[src/rtl/pipe_alu_pkg.sv]
// Shared constants and types for the pipelined ALU scheduler slice.
// Holds the stage count, default widths and requester indices.
package pipe_alu_pkg;

   localparam int unsigned STAGES    = 3;
   localparam int unsigned DEF_N     = 10;
   localparam int unsigned DEF_TAG_W = 1;

   typedef enum logic {
      REQ0 = 1'b0,
      REQ1 = 1'b1
   } req_idx_e;

endpackage : pipe_alu_pkg

[src/rtl/pipe_alu_sched_if.sv]
// Operand-request and result handshake bundle for pipe_alu_sched.
// master = producers/consumer side, slave = scheduler side.
interface pipe_alu_sched_if
   import pipe_alu_pkg::*;
#(
   parameter int unsigned N     = DEF_N,
   parameter int unsigned TAG_W = DEF_TAG_W
);

   logic [1:0]       req_valid;
   logic [1:0]       req_ready;
   logic [N-1:0]     req0_a, req0_b, req0_c, req0_d;
   logic [N-1:0]     req1_a, req1_b, req1_c, req1_d;
   logic             out_valid;
   logic             out_ready;
   logic [N-1:0]     out_f;
   logic [TAG_W-1:0] out_tag;
   logic             busy;

   modport master (
      output req_valid, req0_a, req0_b, req0_c, req0_d,
             req1_a, req1_b, req1_c, req1_d, out_ready,
      input  req_ready, out_valid, out_f, out_tag, busy
   );

   modport slave (
      input  req_valid, req0_a, req0_b, req0_c, req0_d,
             req1_a, req1_b, req1_c, req1_d, out_ready,
      output req_ready, out_valid, out_f, out_tag, busy
   );

endinterface : pipe_alu_sched_if

[src/rtl/pipe_alu_core.sv]
// Three-stage F=((A+B)+(C-D))*D datapath with valid/tag sideband.
// All stages share one enable; arithmetic wraps modulo 2^N.
module pipe_alu_core
   import pipe_alu_pkg::*;
#(
   parameter int unsigned N     = DEF_N,
   parameter int unsigned TAG_W = DEF_TAG_W
) (
   input  logic             Clk,
   input  logic             Rst_n,
   input  logic             en,
   input  logic             in_v,
   input  logic [TAG_W-1:0] in_tag,
   input  logic [N-1:0]     in_a,
   input  logic [N-1:0]     in_b,
   input  logic [N-1:0]     in_c,
   input  logic [N-1:0]     in_d,
   output logic             out_v,
   output logic [N-1:0]     out_f,
   output logic [TAG_W-1:0] out_tag,
   output logic             busy
);

   logic [STAGES-1:0] vld;
   logic [TAG_W-1:0]  tag_q [STAGES];
   logic [N-1:0]      x1, x2, d1;
   logic [N-1:0]      x3, d2;
   logic [N-1:0]      f3;

   always_ff @(posedge Clk or negedge Rst_n) begin
      if (!Rst_n) begin
         vld <= '0;
         x1  <= '0;
         x2  <= '0;
         d1  <= '0;
         x3  <= '0;
         d2  <= '0;
         f3  <= '0;
         for (int unsigned i = 0; i < STAGES; i++) tag_q[i] <= '0;
      end else if (en) begin
         vld <= {vld[STAGES-2:0], in_v};
         x1  <= in_a + in_b;
         x2  <= in_c - in_d;
         d1  <= in_d;
         x3  <= x1 + x2;
         d2  <= d1;
         // N-bit context keeps only the low half of the full product
         f3  <= x3 * d2;
         tag_q[0] <= in_tag;
         for (int unsigned i = 1; i < STAGES; i++) tag_q[i] <= tag_q[i-1];
      end
   end

   assign out_v   = vld[STAGES-1];
   assign out_f   = f3;
   assign out_tag = tag_q[STAGES-1];
   assign busy    = |vld;

endmodule : pipe_alu_core

[src/rtl/pipe_alu_sched.sv]
// Round-robin two-requester scheduler in front of pipe_alu_core.
// Output backpressure freezes the entire pipe and blocks new issue.
module pipe_alu_sched
   import pipe_alu_pkg::*;
#(
   parameter int unsigned N     = DEF_N,
   parameter int unsigned TAG_W = DEF_TAG_W
) (
   input  logic             Clk,
   input  logic             Rst_n,
   pipe_alu_sched_if.slave  bus
);

   req_idx_e         ptr;
   req_idx_e         grant_idx;
   logic [1:0]       grant;
   logic             any_req;
   logic             stall;
   logic             accept;
   logic             v3;
   logic [N-1:0]     op_a, op_b, op_c, op_d;
   logic [TAG_W-1:0] issue_tag;

   assign stall   = v3 & ~bus.out_ready;
   assign any_req = |bus.req_valid;
   assign accept  = any_req & ~stall;

   always_comb begin
      grant_idx = REQ0;
      unique case (bus.req_valid)
         2'b10:   grant_idx = REQ1;
         2'b11:   grant_idx = ptr;
         default: grant_idx = REQ0;
      endcase
      grant            = '0;
      grant[grant_idx] = any_req;
   end

   assign bus.req_ready = grant & {2{~stall}};

   always_comb begin
      if (grant_idx == REQ1) begin
         op_a = bus.req1_a;
         op_b = bus.req1_b;
         op_c = bus.req1_c;
         op_d = bus.req1_d;
      end else begin
         op_a = bus.req0_a;
         op_b = bus.req0_b;
         op_c = bus.req0_c;
         op_d = bus.req0_d;
      end
   end

   assign issue_tag = TAG_W'(grant_idx);

   // Pointer favours the other requester after every accepted transfer.
   always_ff @(posedge Clk or negedge Rst_n) begin
      if (!Rst_n) begin
         ptr <= REQ0;
      end else if (accept) begin
         ptr <= (grant_idx == REQ0) ? REQ1 : REQ0;
      end
   end

   pipe_alu_core #(
      .N     (N),
      .TAG_W (TAG_W)
   ) u_core (
      .Clk     (Clk),
      .Rst_n   (Rst_n),
      .en      (~stall),
      .in_v    (any_req),
      .in_tag  (issue_tag),
      .in_a    (op_a),
      .in_b    (op_b),
      .in_c    (op_c),
      .in_d    (op_d),
      .out_v   (v3),
      .out_f   (bus.out_f),
      .out_tag (bus.out_tag),
      .busy    (bus.busy)
   );

   assign bus.out_valid = v3;

endmodule : pipe_alu_sched
[src/flat_wrapper.sv]
// flat-port wrapper written by rule: the top's interface ports become plain ports
module pipe_alu_sched_flat import pipe_alu_pkg::*;
#(
   parameter int unsigned N     = DEF_N,
   parameter int unsigned TAG_W = DEF_TAG_W
)
  (Clk, Rst_n, bus_req_valid, bus_req0_a, bus_req0_b, bus_req0_c, bus_req0_d, bus_req1_a, bus_req1_b, bus_req1_c, bus_req1_d, bus_out_ready, bus_req_ready, bus_out_valid, bus_out_f, bus_out_tag, bus_busy);
  pipe_alu_sched_if #(.N(N), .TAG_W(TAG_W)) bus_i ();
  input  logic Clk;
  input  logic Rst_n;
  input wire logic [$bits(bus_i.req_valid)-1:0] bus_req_valid;
  input wire logic [$bits(bus_i.req0_a)-1:0] bus_req0_a;
  input wire logic [$bits(bus_i.req0_b)-1:0] bus_req0_b;
  input wire logic [$bits(bus_i.req0_c)-1:0] bus_req0_c;
  input wire logic [$bits(bus_i.req0_d)-1:0] bus_req0_d;
  input wire logic [$bits(bus_i.req1_a)-1:0] bus_req1_a;
  input wire logic [$bits(bus_i.req1_b)-1:0] bus_req1_b;
  input wire logic [$bits(bus_i.req1_c)-1:0] bus_req1_c;
  input wire logic [$bits(bus_i.req1_d)-1:0] bus_req1_d;
  input wire logic [$bits(bus_i.out_ready)-1:0] bus_out_ready;
  output wire logic [$bits(bus_i.req_ready)-1:0] bus_req_ready;
  output wire logic [$bits(bus_i.out_valid)-1:0] bus_out_valid;
  output wire logic [$bits(bus_i.out_f)-1:0] bus_out_f;
  output wire logic [$bits(bus_i.out_tag)-1:0] bus_out_tag;
  output wire logic [$bits(bus_i.busy)-1:0] bus_busy;
  assign bus_i.req_valid = bus_req_valid;
  assign bus_i.req0_a = bus_req0_a;
  assign bus_i.req0_b = bus_req0_b;
  assign bus_i.req0_c = bus_req0_c;
  assign bus_i.req0_d = bus_req0_d;
  assign bus_i.req1_a = bus_req1_a;
  assign bus_i.req1_b = bus_req1_b;
  assign bus_i.req1_c = bus_req1_c;
  assign bus_i.req1_d = bus_req1_d;
  assign bus_i.out_ready = bus_out_ready;
  assign bus_req_ready = bus_i.req_ready;
  assign bus_out_valid = bus_i.out_valid;
  assign bus_out_f = bus_i.out_f;
  assign bus_out_tag = bus_i.out_tag;
  assign bus_busy = bus_i.busy;
  pipe_alu_sched #(.N(N), .TAG_W(TAG_W)) u_core (.Clk(Clk), .Rst_n(Rst_n), .bus(bus_i));
endmodule
[config.mk]
export PLATFORM = sky130hd
export DESIGN_NAME = pipe_alu_sched_flat
export DESIGN_NICKNAME = d
export VERILOG_FILES = /design/src/rtl/pipe_alu_pkg.sv /design/src/rtl/pipe_alu_sched_if.sv /design/src/rtl/pipe_alu_core.sv /design/src/rtl/pipe_alu_sched.sv /design/src/flat_wrapper.sv
export SDC_FILE = /design/constraint.sdc
export NUM_CORES = 1
export LEC_CHECK = 0
export BUFFER_PORTS_ARGS = -buffer_cell sky130_fd_sc_hd__buf_4
export CAP_MARGIN = 20
export CELL_PAD_IN_SITES_DETAIL_PLACEMENT = 0
export CELL_PAD_IN_SITES_GLOBAL_PLACEMENT = 2
export CORE_ASPECT_RATIO = 0.7
export CORE_UTILIZATION = 32
export CTS_BUF_LIST = sky130_fd_sc_hd__clkbuf_8
export DETAILED_ROUTE_END_ITERATION = 12
export MAX_ROUTING_LAYER = met4
export PLACE_DENSITY_LB_ADDON = 0.1
export SYNTH_ARGS = -nofsm -noshare
export SYNTH_HDL_FRONTEND = slang
export SYNTH_SLANG_ARGS = --single-unit
[constraint.sdc]
create_clock -name Clk -period 4 [get_ports Clk]
set_clock_uncertainty 0.05 [all_clocks]
set_input_delay 0.6 -clock Clk [delete_from_list [all_inputs] [get_ports Clk]]
set_output_delay 0.6 -clock Clk [all_outputs]
set_load 0.02 [all_outputs]
# ---- Word-level counts from Yosys, hierarchy flattened
# Cells that the tools add are included.
dict set report classes {
  magnitude_cmp 2
  add_sub_neg 3
  mul 1
  n_bitwise 6
  n_eq_ne 2
  reduce_logical 3
  muxes 8
}
# cell n
set op_table {}
lappend op_table {{10-bit two-way mux} 4}
lappend op_table {{10-bit adder} 2}
lappend op_table {{10-bit by 10-bit multiplier with 10-bit output} 1}
lappend op_table {{10-bit subtractor} 1}
lappend op_table {{2-bit bitwise AND} 2}
lappend op_table {{2-bit == test, second input constant} 2}
lappend op_table {{3-bit OR reduction} 1}
lappend op_table {{1-bit bitwise AND} 2}
lappend op_table {{1-bit by 2-bit less-than comparator with 1-bit output, second input constant} 1}
lappend op_table {{1-bit two-way mux} 2}
lappend op_table {{1-bit inverter} 2}
lappend op_table {{1-bit one-hot mux with 2 select lines} 1}
lappend op_table {{2-bit OR reduction} 1}
lappend op_table {{1-bit demux with 1-bit select} 1}
lappend op_table {{1-bit greater-or-equal comparator, second input constant} 1}
lappend op_table {{1-bit logical AND} 1}
dict set report totals {
  word_cells 36
  regBits 67
}

# ---- Logic depth before layout (Yosys ltp)
# Gate-level depths: netlist (run 1).
dict set report logic_depth {
  word_depth 8
  mapped_depth 18
}

# ---- By module
# A second synthesis (run 1) with hierarchy kept.
dict set report unflattened {
  hier_cells 543
  area_unflattened_um2 5541.6
}
# mod n_inst cells_each area_per_inst_um2 seq_area_each_um2
set modules_own_cells {}
lappend modules_own_cells {pipe_alu_core 1 488 4958.5 1651.6}
lappend modules_own_cells {pipe_alu_sched 1 55 583.1 25.0}

# ---- Least setup slack after synthesis (run 1)
# No wires, ideal clock.
dict set report synth_path {
  path_kind {reg-to-reg}
  from {register u_core.u_core.d2[2]}
  to {register u_core.u_core.f3[9] (netlist: u_core.u_core.out_f[9])}
  path_buffers 1
  path_slack_ns -0.341
  stages_incl_launch_ff 19
  arrival_ns 4.157
  setup_time_ns 0.134
  cell_sequence {dfrtp_1 > clkbuf_1 > nand2_1 > fa_1 > inv_1 > fa_1 > inv_1 > fa_1 > inv_1 > fa_1 > inv_1 > fa_1 > xnor2_1 > xnor2_1 > xnor2_1 > xnor2_1 > xnor2_1 > xnor2_1 > o21ai_0}
}
dict set report synth_via {
  elab_chain_len 1
}
# element line_no
set synth_rtl {}
lappend synth_rtl {{from (decl)} pipe_alu_core.sv:27} ;# logic [N-1:0] x3, d2;
lappend synth_rtl {{from (signal assigned)} pipe_alu_core.sv:37} ;# d2 <= '0;
lappend synth_rtl {{from (signal assigned)} pipe_alu_core.sv:46} ;# d2 <= d1;
lappend synth_rtl {{10-bit by 10-bit multiplier with 10-bit output} pipe_alu_core.sv:48} ;# f3 <= x3 * d2;
lappend synth_rtl {{to (signal assigned)} pipe_alu_core.sv:48}
lappend synth_rtl {{to (decl)} pipe_alu_core.sv:28} ;# logic [N-1:0] f3;
# No other way between the ends.
# A chain may end at the register's enable or synchronous reset.

# ---- Final worst setup path (run 1)
dict set report layout_path {
  from {register u_core.u_core.d2[1]}
  to {register u_core.u_core.f3[9] (netlist: u_core.u_core.out_f[9])}
}
# Same word-level chain as after synthesis.

==> results.json, run 1 <==
{
  "syn_avg_cell_area_um2": 9.00,
  "critPathTopFamily": "adder cells",
  "drtPass1Iterations": 4,
  "fp.dieH_um": 110,
  "synth_nets": 758,
  "pin_count": 100,
  "finalInstanceArea_um2": 7070,
  "slew_headroom": 0.385,
  "setup_viol": 3,
  "outcome": "finished with violations",
  "n_fill_cell": 1643,
  "finalCriticalPeriod_ps": 4230,
  "ff2ff_setup_slack_ps": -230,
  "end_kind": "flip-flop",
  "max_freq_mhz": 237,
  "nets": 884,
  "synth-seq-cells": 67,
  "diodes": 0,
  "die_w_um": 157,
  "cts.clk_slew.worst_paths_ps": 100,
  "placed_area_um2": 6630,
  "wl_mm": 14.0,
  "antenna_left": 0,
  "grt_pass1_vias": 4259,
  "crit_type": "flip-flop to flip-flop",
  "yosysWarnings": 0,
  "cts_tree": "yes",
  "synth_most_common_cell": "nand2_1",
  "cp_slowest_stage_delay_ps": 560,
  "ys_top_cells_by_count": "nand2_1 (109), dfrtp_1 (67), ha_1 (51)",
  "path_cells": "buf_4, buf_6, nand2_2, fa_1, inv_2, fa_1, ha_4, fa_1, inv_2, fa_1, inv_2, ha_4, o21a_4, o41ai_2, xnor2_1, o21ai_1",
  "gr-total-overflow": 0,
  "worst_setup_path_start_kind": "flip-flop",
  "postCtsHoldBufs": 0,
  "tightest_slew_ps": 922,
  "vias": 4308,
  "synth_top_cell_by_area": "dfrtp_1",
  "via_per_inst": 4.52,
  "netlist_area_um2": 5370,
  "async_reset_ff_frac": 1.00,
  "cts_root_buf": "clkbuf_8",
  "final_max_slew_viol_count": 0,
  "synthDistinctLibCells": 33,
  "maxCapViolCount": 0,
  "io_buffers": 99,
  "arrival_ps": 4420,
  "violations": "setup timing",
  "synth_flop_cell": "dfrtp_1",
  "post-route-period-util": 1.06,
  "reg2reg_depth": 16,
  "h-tree-depth": 3,
  "netlist_instances": 597,
  "synth_edf_count": 0,
  "grt_antenna_before_repair": 0,
  "r2r_end": "u_core.u_core.out_f[9]$_DFFE_PN0N_",
  "rsz0062_at_grt": "yes",
  "crit_top_cell": "fa_1",
  "worst_hold_path_type": "primary input to asynchronous set/reset pin",
  "synth_top_cells_by_area": "dfrtp_1 (31%), ha_1 (12%), fa_1 (9.3%), nand2_1 (7.6%), mux2_2 (5.7%)",
  "cts.path.max_buffers": 2,
  "fin_ws_ps": -228,
  "coreArea_um2": 16300,
  "dieArea_um2": 17300,
  "seq_area_frac_synth": 0.312,
  "grt_first_pass_wirelength_mm": 21.8,
  "start_util": 0.329,
  "routedWlPerCell_um": 14.7,
  "place_hpwl_mm": 10.9,
  "r2r-start": "u_core.u_core.d2[1]$_DFFE_PN0N_",
  "rows": 39,
  "cts.sinks": 67,
  "area_growth_pct": 31.7,
  "netlist.area_leader.share": 0.312,
  "critical_path_buf_inv_count": 5,
  "drive_gt1_frac": 0.319,
  "place_congestion": 0.840,
  "crit_fanout": 6,
  "crit_slowest_cell": "fa_1",
  "clk_latency_ps": 360,
  "drtIter0Drc": 132,
  "required_ps": 4200,
  "hold_violations": 0,
  "grt_max_degree": 68,
  "grt_use_total": 0.172,
  "drc": 0,
  "cts_buffers": 9
}
[layout make-up]
cell class	count	area, um^2	share of cell area
multi-input combinational	460	3620	0.512
sequential	67	1690	0.239
timing repair buffer	140	1070	0.152
tap	225	282	0.0398
inverter	45	169	0.0239
clock buffer	11	151	0.0214
clock inverter	5	83.8	0.0119
[flip-flops by register name, indices dropped and copies added (netlist names)]
signal and flops:
u_core.u_core.out_tag 1, u_core.u_core.d1 10, u_core.u_core.x1 10, u_core.u_core.tag_q 2, u_core.u_core.d2 10, u_core.u_core.x3 10, u_core.u_core.vld 3, u_core.u_core.out_f 10
u_core.u_core.x2 10, u_core.ptr 1
[worst max path at each step]
stage	from	end	slack, ps	cells after the start
after detailed placement	u_core.u_core.d2[1]$_DFFE_PN0N_	u_core.u_core.out_f[9]$_DFFE_PN0N_	-290	14
after floorplan	u_core.u_core.d2[1]$_DFFE_PN0N_	u_core.u_core.out_f[9]$_DFFE_PN0N_	-70	18
after global placement	u_core.u_core.d2[1]$_DFFE_PN0N_	u_core.u_core.out_f[9]$_DFFE_PN0N_	-230	15
after global routing	u_core.u_core.d2[1]$_DFFE_PN0N_	u_core.u_core.out_f[9]$_DFFE_PN0N_	-380	17
after CTS	u_core.u_core.d2[1]$_DFFE_PN0N_	u_core.u_core.out_f[9]$_DFFE_PN0N_	-230	17
final	u_core.u_core.d2[1]$_DFFE_PN0N_	u_core.u_core.out_f[9]$_DFFE_PN0N_	-230	16
[timing repair]
| action | 4_1_cts | 5_1_grt |
|---|---|---|
| pin swaps | 7 | 19 |
| setup buffers | 1 | 5 |
| gates cloned | 0 | 0 |
| resized for setup | 16 | 32 |
| endpoints found under the setup margin | 4 | 4 |
[through the flow]
step                 util  hold WS, ps  setup slack, ps  TNS (ps)  std cells
finish              0.433          320             -228      -306        953
floorplan               -          254            -67.8     -67.8        597
detailed placement  0.405          412             -287      -596        932
global placement    0.405          402             -233      -437        932
CTS                 0.424          338             -228      -319        949
global route        0.433          374             -375      -864        953
[worst register-to-register path: cells and delay by family, from the launching register on]
kind | cells | cell delay (ps)
AOI/OAI and AO/OA | 3 | 560
xor gates and xnor gates | 1 | 160
adders and majority gates | 6 | 2500
buffers and inverters | 5 | 340
DFF | 1 | 450
and+or+nand+nor | 1 | 50
[cells in the final DEF, fill, tap and decap left out, drive strengths merged, types with 3 or more instances in the layout]
| cell type | n |
|---|---|
| buf | 140 |
| a31oi | 3 |
| clkbuf | 11 |
| mux2i | 10 |
| o21ai | 23 |
| nand2 | 109 |
| mux2 | 27 |
| xnor2 | 31 |
| a21o | 10 |
| o21a | 4 |
| nor2b | 5 |
| ha | 51 |
| a21oi | 40 |
| nor3 | 5 |
| and2 | 22 |
| inv | 46 |
| o21bai | 3 |
| fa | 25 |
| nor2 | 47 |
| xor2 | 15 |
| o31ai | 7 |
| a211oi | 4 |
| nand2b | 9 |
| dfrtp | 67 |
[cells by family (layout without fill, tap and decap cells)]
logic type / after synthesis / count (layout) / share of synthesized area
simple gates: 201 / 201 / 0.160
compound gates: 100 / 100 / 0.116
fa+ha+maj: 76 / 76 / 0.212
buf+inv: 70 / 201 / 0.0489
flops: 67 / 67 / 0.312
xor+xnor: 46 / 46 / 0.0750
mux: 37 / 37 / 0.0753
[routing by layer]
metal | GRT usage | vias up | wire length, um
met3 | 0.0289 | 9 | 535
met4 | 0.0294 | 0 | 76
met1 | 0.259 | 2011 | 7670
met2 | 0.238 | 78 | 5710
li1 | - | 2210 | -
met5 | - | - | 0
Power of run 1 is not shown: default switching activity piles up to over one toggle a cycle in this logic, so the estimate is an artifact.
==> run 2, diff against run 1 <==
Settings changed: SETUP_SLACK_MARGIN set to 0.2.
==> run 2 against run 1 <==
The flow still finishes with violations (setup timing); die area stayed put; hold slack worse by 12 ps; non-clock buffer count is 2 higher; sequential share of layout area is 0.17 points lower; worst setup slack better by 24 ps; first-iteration DRC count is 20% higher; wire length is 2.0% lower; critical path depth stayed put; global-route usage is 0.14 points higher; core utilization is 0.21 points higher; flip-flop and latch count stayed put; register-to-register slack better by 20 ps.
==> results.json, run 2 (synthesized netlist as in run 1, its figures left out) <==
{
  "outcome": "finished with violations",
  "violations": "setup timing",
  "grt_max_degree": 68,
  "drtIter0Drc": 159,
  "routedWlPerCell_um": 14.4,
  "cts.sinks": 67,
  "finalCriticalPeriod_ps": 4200,
  "fp.dieH_um": 110,
  "h-tree-depth": 3,
  "cts.path.max_buffers": 2,
  "ff2ff_setup_slack_ps": -200,
  "cts.clk_slew.worst_paths_ps": 100,
  "worst_hold_path_type": "primary input to asynchronous set/reset pin",
  "die_w_um": 157,
  "nets": 886,
  "max_freq_mhz": 238,
  "crit_type": "flip-flop to flip-flop",
  "coreArea_um2": 16300,
  "required_ps": 4180,
  "drc": 0,
  "drtPass1Iterations": 4,
  "final_common_cell": "buf_4",
  "start_util": 0.329,
  "hold_violations": 0,
  "antenna_left": 0,
  "setup_viol": 2,
  "post-route-period-util": 1.05,
  "cts_buffers": 9,
  "gr-total-overflow": 0,
  "crit_fanout": 5,
  "final_max_slew_viol_count": 0,
  "place_congestion": 0.809,
  "cts_tree": "yes",
  "maxCapViolCount": 0,
  "clk_latency_ps": 350,
  "rows": 39,
  "io_buffers": 99,
  "dieArea_um2": 17300,
  "slew_headroom": 0.394,
  "grt_first_pass_wirelength_mm": 21.8,
  "grt_use_total": 0.173,
  "pin_count": 100,
  "fin_ws_ps": -204,
  "reg2reg_depth": 16,
  "setup-tns-final_ps": -265,
  "rsz0062_at_grt": "yes",
  "r2r-start": "u_core.u_core.d2[1]$_DFFE_PN0N_",
  "place_hpwl_mm": 10.7,
  "cp-startpoint": "u_core.u_core.d2[1]$_DFFE_PN0N_",
  "postCtsHoldBufs": 0,
  "wl_mm": 13.7,
  "vias": 4339,
  "tightest_slew_ps": 908,
  "final_cell_mix": "buf_4 (135), nand2_1 (104), dfrtp_1 (60), nor2_1 (46), ha_1 (42)",
  "cts_root_buf": "clkbuf_8",
  "worst_setup_path_start_kind": "flip-flop",
  "arrival_ps": 4380,
  "area_growth_pct": 32.4,
  "end_kind": "flip-flop",
  "grt_antenna_before_repair": 0,
  "drive_gt1_frac": 0.321,
  "grt_pass1_vias": 4282,
  "via_per_inst": 4.54,
  "r2r_end": "u_core.u_core.out_f[9]$_DFFE_PN0N_",
  "diodes": 0,
  "final_util": 0.435,
  "whs_ps": 308
}
-- run 2: metrics by stage --
stage | area, um^2 | std cells | worst slack, ps
6_report | 7110 | 955 | -204
5_1_grt | 7110 | 955 | -426
4_1_cts | 6980 | 950 | -230
3_5_place_dp | 6660 | 931 | -274
3_3_place_gp | 6660 | 931 | -207
2_1_floorplan | 5460 | 597 | -67.8
-- run 2: critical path, stage by stage (launching register included) --
cell and delay, ps:
dfrtp_2 460, buf_4 150, buf_6 100, and2_4 130, fa_2 600, ha_4 200, ha_2 170, inv_2 50
fa_1 420, fa_1 510, inv_2 50, ha_4 200, nor2b_1 140, o21a_4 230, o41ai_2 380, xnor2_1 150
o21ai_1 80
-- run 2: worst max path at each step --
stage	end	slack [ps]	cells past startpoint
finish	u_core.u_core.out_f[9]$_DFFE_PN0N_	-200	16
CTS	u_core.u_core.out_f[9]$_DFFE_PN0N_	-230	17
floorplan	u_core.u_core.out_f[9]$_DFFE_PN0N_	-70	18
detailed placement	u_core.u_core.out_f[9]$_DFFE_PN0N_	-270	17
global placement	u_core.u_core.out_f[9]$_DFFE_PN0N_	-210	17
global route	u_core.u_core.out_f[9]$_DFFE_PN0N_	-430	17
-- run 2: what timing repair did --
item,4_1_cts,5_1_grt
endpoints found under the hold margin,0,0
pin swaps,5,9
endpoints found under the setup margin,4,4
setup buffers,3,5
resized for setup,24,20
-- run 2: layout make-up --
cell class                      count  area [um^2]
Fill cell                        1631         9240
Multi-Input combinational cell    460         3660
Sequential cell                    67         1690
Timing Repair Buffer              142         1100
Tap cell                          225          282
Inverter                           45          174
Clock buffer                        9          124
Clock inverter                      7         82.6
-- run 2: metal layers --
layer  up-vias  global-route usage  routed length (um)  part of all wire
li1       2211                   -                   -                 -
met4         0              0.0273                  51            0.0037
met3         6              0.0328                 409             0.030
met2        65               0.249                5860              0.43
met5         -                   -                   0                 0
met1      2057               0.253                7390              0.54
Power of run 2 is left out for the same reason.
==> run 3, diff against run 2 <==
Settings changed: CORE_UTILIZATION 32 to 38.
Clock period 4 ns to 5.3 ns, I/O delays scaled along.
==> run 3 against run 2 <==
Highest routed layer unchanged; hold slack better by 120 ps; critical endpoint unchanged; critical path depth up 1; critical path type unchanged; the run now ends clean; core utilization up 4.8 points.
==> results.json, run 3 (synthesized netlist as in run 1, its figures left out) <==
{
  "critical_path_buf_inv_count": 4,
  "whs_path_depth": 2,
  "grt_use_total": 0.192,
  "powerDensity_nw_per_um2": 792,
  "routedWlPerCell_um": 14.4,
  "multiInputGateArea_um2": 3440,
  "place_congestion": 0.872,
  "fp.dieH_um": 101,
  "final_max_slew_viol_count": 0,
  "final_cell_mix": "nand2_1 (108), buf_4 (102), dfrtp_1 (67), ha_1 (51), nor2_1 (47)",
  "drive_gt1_frac": 0.217,
  "setup-tns-final_ps": 0,
  "wl_mm": 12.6,
  "vias": 4242,
  "crit_fanout": 9,
  "crit_type": "flip-flop to flip-flop",
  "max_freq_mhz": 222,
  "arrival_ps": 4660,
  "grt_pass1_vias": 4131,
  "finalCriticalPeriod_ps": 4500,
  "rsz0062_at_grt": "no",
  "crit_top_cell": "xnor2_1",
  "cts_root_buf": "clkbuf_8",
  "via_per_inst": 4.85,
  "rows": 35,
  "cts.sinks": 67,
  "ir_drop_mv": 0.508,
  "drc": 0,
  "tightest_slew_ps": 875,
  "drtPass1Iterations": 4,
  "coreArea_um2": 13500,
  "die_w_um": 144,
  "clk_latency_ps": 350,
  "gr-total-overflow": 0,
  "cp_slowest_stage_delay_ps": 520,
  "grt_antenna_before_repair": 0,
  "nets": 846,
  "maxCapViolCount": 0,
  "cts.path.max_buffers": 2,
  "outcome": "finished clean",
  "path_cells": "nand2_1, fa_1, inv_1, fa_1, inv_1, fa_1, inv_1, fa_1, inv_1, fa_1, xnor2_1, xnor2_1, xnor2_1, xnor2_1, xnor2_1, xnor2_1, o21ai_0",
  "critPathTopFamily": "adder cells",
  "pin_count": 100,
  "reg2reg_depth": 17,
  "cts.clk_slew.worst_paths_ps": 70,
  "seq_area_um2": 1680,
  "start_util": 0.398,
  "required_ps": 5460,
  "final_common_cell": "nand2_1",
  "end_kind": "flip-flop",
  "dieArea_um2": 14600,
  "finalInstanceArea_um2": 6510,
  "p_leak_nw": 3.22,
  "slew_headroom": 0.417,
  "placed_area_um2": 6290,
  "place_hpwl_mm": 9.96,
  "cts_buffers": 9,
  "cts_tree": "yes",
  "grt_first_pass_wirelength_mm": 20.6,
  "cts_setup_buffers": 0,
  "h-tree-depth": 3,
  "worst_hold_path_type": "flip-flop to flip-flop",
  "crit_slowest_cell": "dfrtp_1",
  "n_fill_cell": 1365,
  "post-route-period-util": 0.849,
  "postCtsHoldBufs": 0,
  "area_growth_pct": 21.3,
  "setup_viol": 0,
  "hold_violations": 0,
  "worst_setup_path_start_kind": "flip-flop",
  "antenna_left": 0,
  "diodes": 0,
  "grt_max_degree": 68,
  "cts_resized": 0,
  "drtIter0Drc": 127,
  "io_buffers": 99,
  "path_depth": 17
}
run 3: cell count changes in the layout (fill, tap and decap cells not counted), moves of 3 or more:
cell / delta
inv_6: -4
dfrtp_1: +7
nand2_2: -3
nand2_1: +4
inv_1: +9
dfrtp_2: -7
a21oi_1: +3
buf_6: -6
ha_4: -8
inv_2: -7
buf_4: -33
ha_1: +9
fa_1: +4
fa_2: -4
run 3: through the flow:
step | util | std cells | hold slack, ps | power, mW | worst slack, ps
after global placement | 0.466 | 859 | 402 | 4.64 | 868
after detailed placement | 0.466 | 859 | 410 | 4.73 | 780
final | 0.483 | 875 | 425 | 5.16 | 801
after CTS | 0.483 | 875 | 431 | 5.25 | 771
after floorplan | - | 597 | 389 | 3.86 | 959
after global routing | 0.483 | 875 | 449 | 5.81 | 538
run 3: power by group:
| group | leakage, nW | internal, mW | switching, mW | total (mW) |
|---|---|---|---|---|
| clock network | 0.117 | 0.288 | 0.203 | 0.491 |
| logic | 2.33 | 1.77 | 1.97 | 3.74 |
| registers | 0.780 | 0.730 | 0.199 | 0.929 |
run 3: final cells by class:
| cell class | instances | share of cell area |
|---|---|---|
| multi-input combinational | 460 | 0.529 |
| sequential | 67 | 0.257 |
| timing repair buffer | 102 | 0.118 |
| tap | 185 | 0.0355 |
| inverter | 45 | 0.0259 |
| clock buffer | 11 | 0.0232 |
| clock inverter | 5 | 0.0117 |
run 3: worst paths after layout:
| kind | start | to | slack, ps |
|---|---|---|---|
| max in group asynchronous | Rst_n | u_core.u_core.out_f[8]$_DFFE_PN0N_ | 4110 |
| max reg2reg | u_core.u_core.d2[2]$_DFFE_PN0N_ | u_core.u_core.out_f[9]$_DFFE_PN0N_ | 800 |
| min | u_core.u_core.tag_q[1]$_DFFE_PN0N_ | u_core.u_core.tag_q[1]$_DFFE_PN0N_ | 420 |
| min reg2reg | u_core.u_core.tag_q[1]$_DFFE_PN0N_ | u_core.u_core.tag_q[1]$_DFFE_PN0N_ | 420 |
| min in group asynchronous | Rst_n | u_core.u_core.out_f[1]$_DFFE_PN0N_ | 500 |
| max | u_core.u_core.d2[2]$_DFFE_PN0N_ | u_core.u_core.out_f[9]$_DFFE_PN0N_ | 800 |
run 3: worst min-delay path, stage by stage, from the launching register on:
cell and delay, ps:
dfrtp_1 340, nand2_1 50, nand2_1 50
run 3: layer usage:
| layer | vias to the layer above | global-route usage | wire [um] |
|---|---|---|---|
| li1 | 2144 | - | - |
| met1 | 2025 | 0.277 | 6740 |
| met2 | 68 | 0.280 | 5370 |
| met3 | 5 | 0.0355 | 414 |
| met4 | 0 | 0.0368 | 47 |
| met5 | - | - | 0 |
No activity file was read; power rests on OpenSTA's default activity.
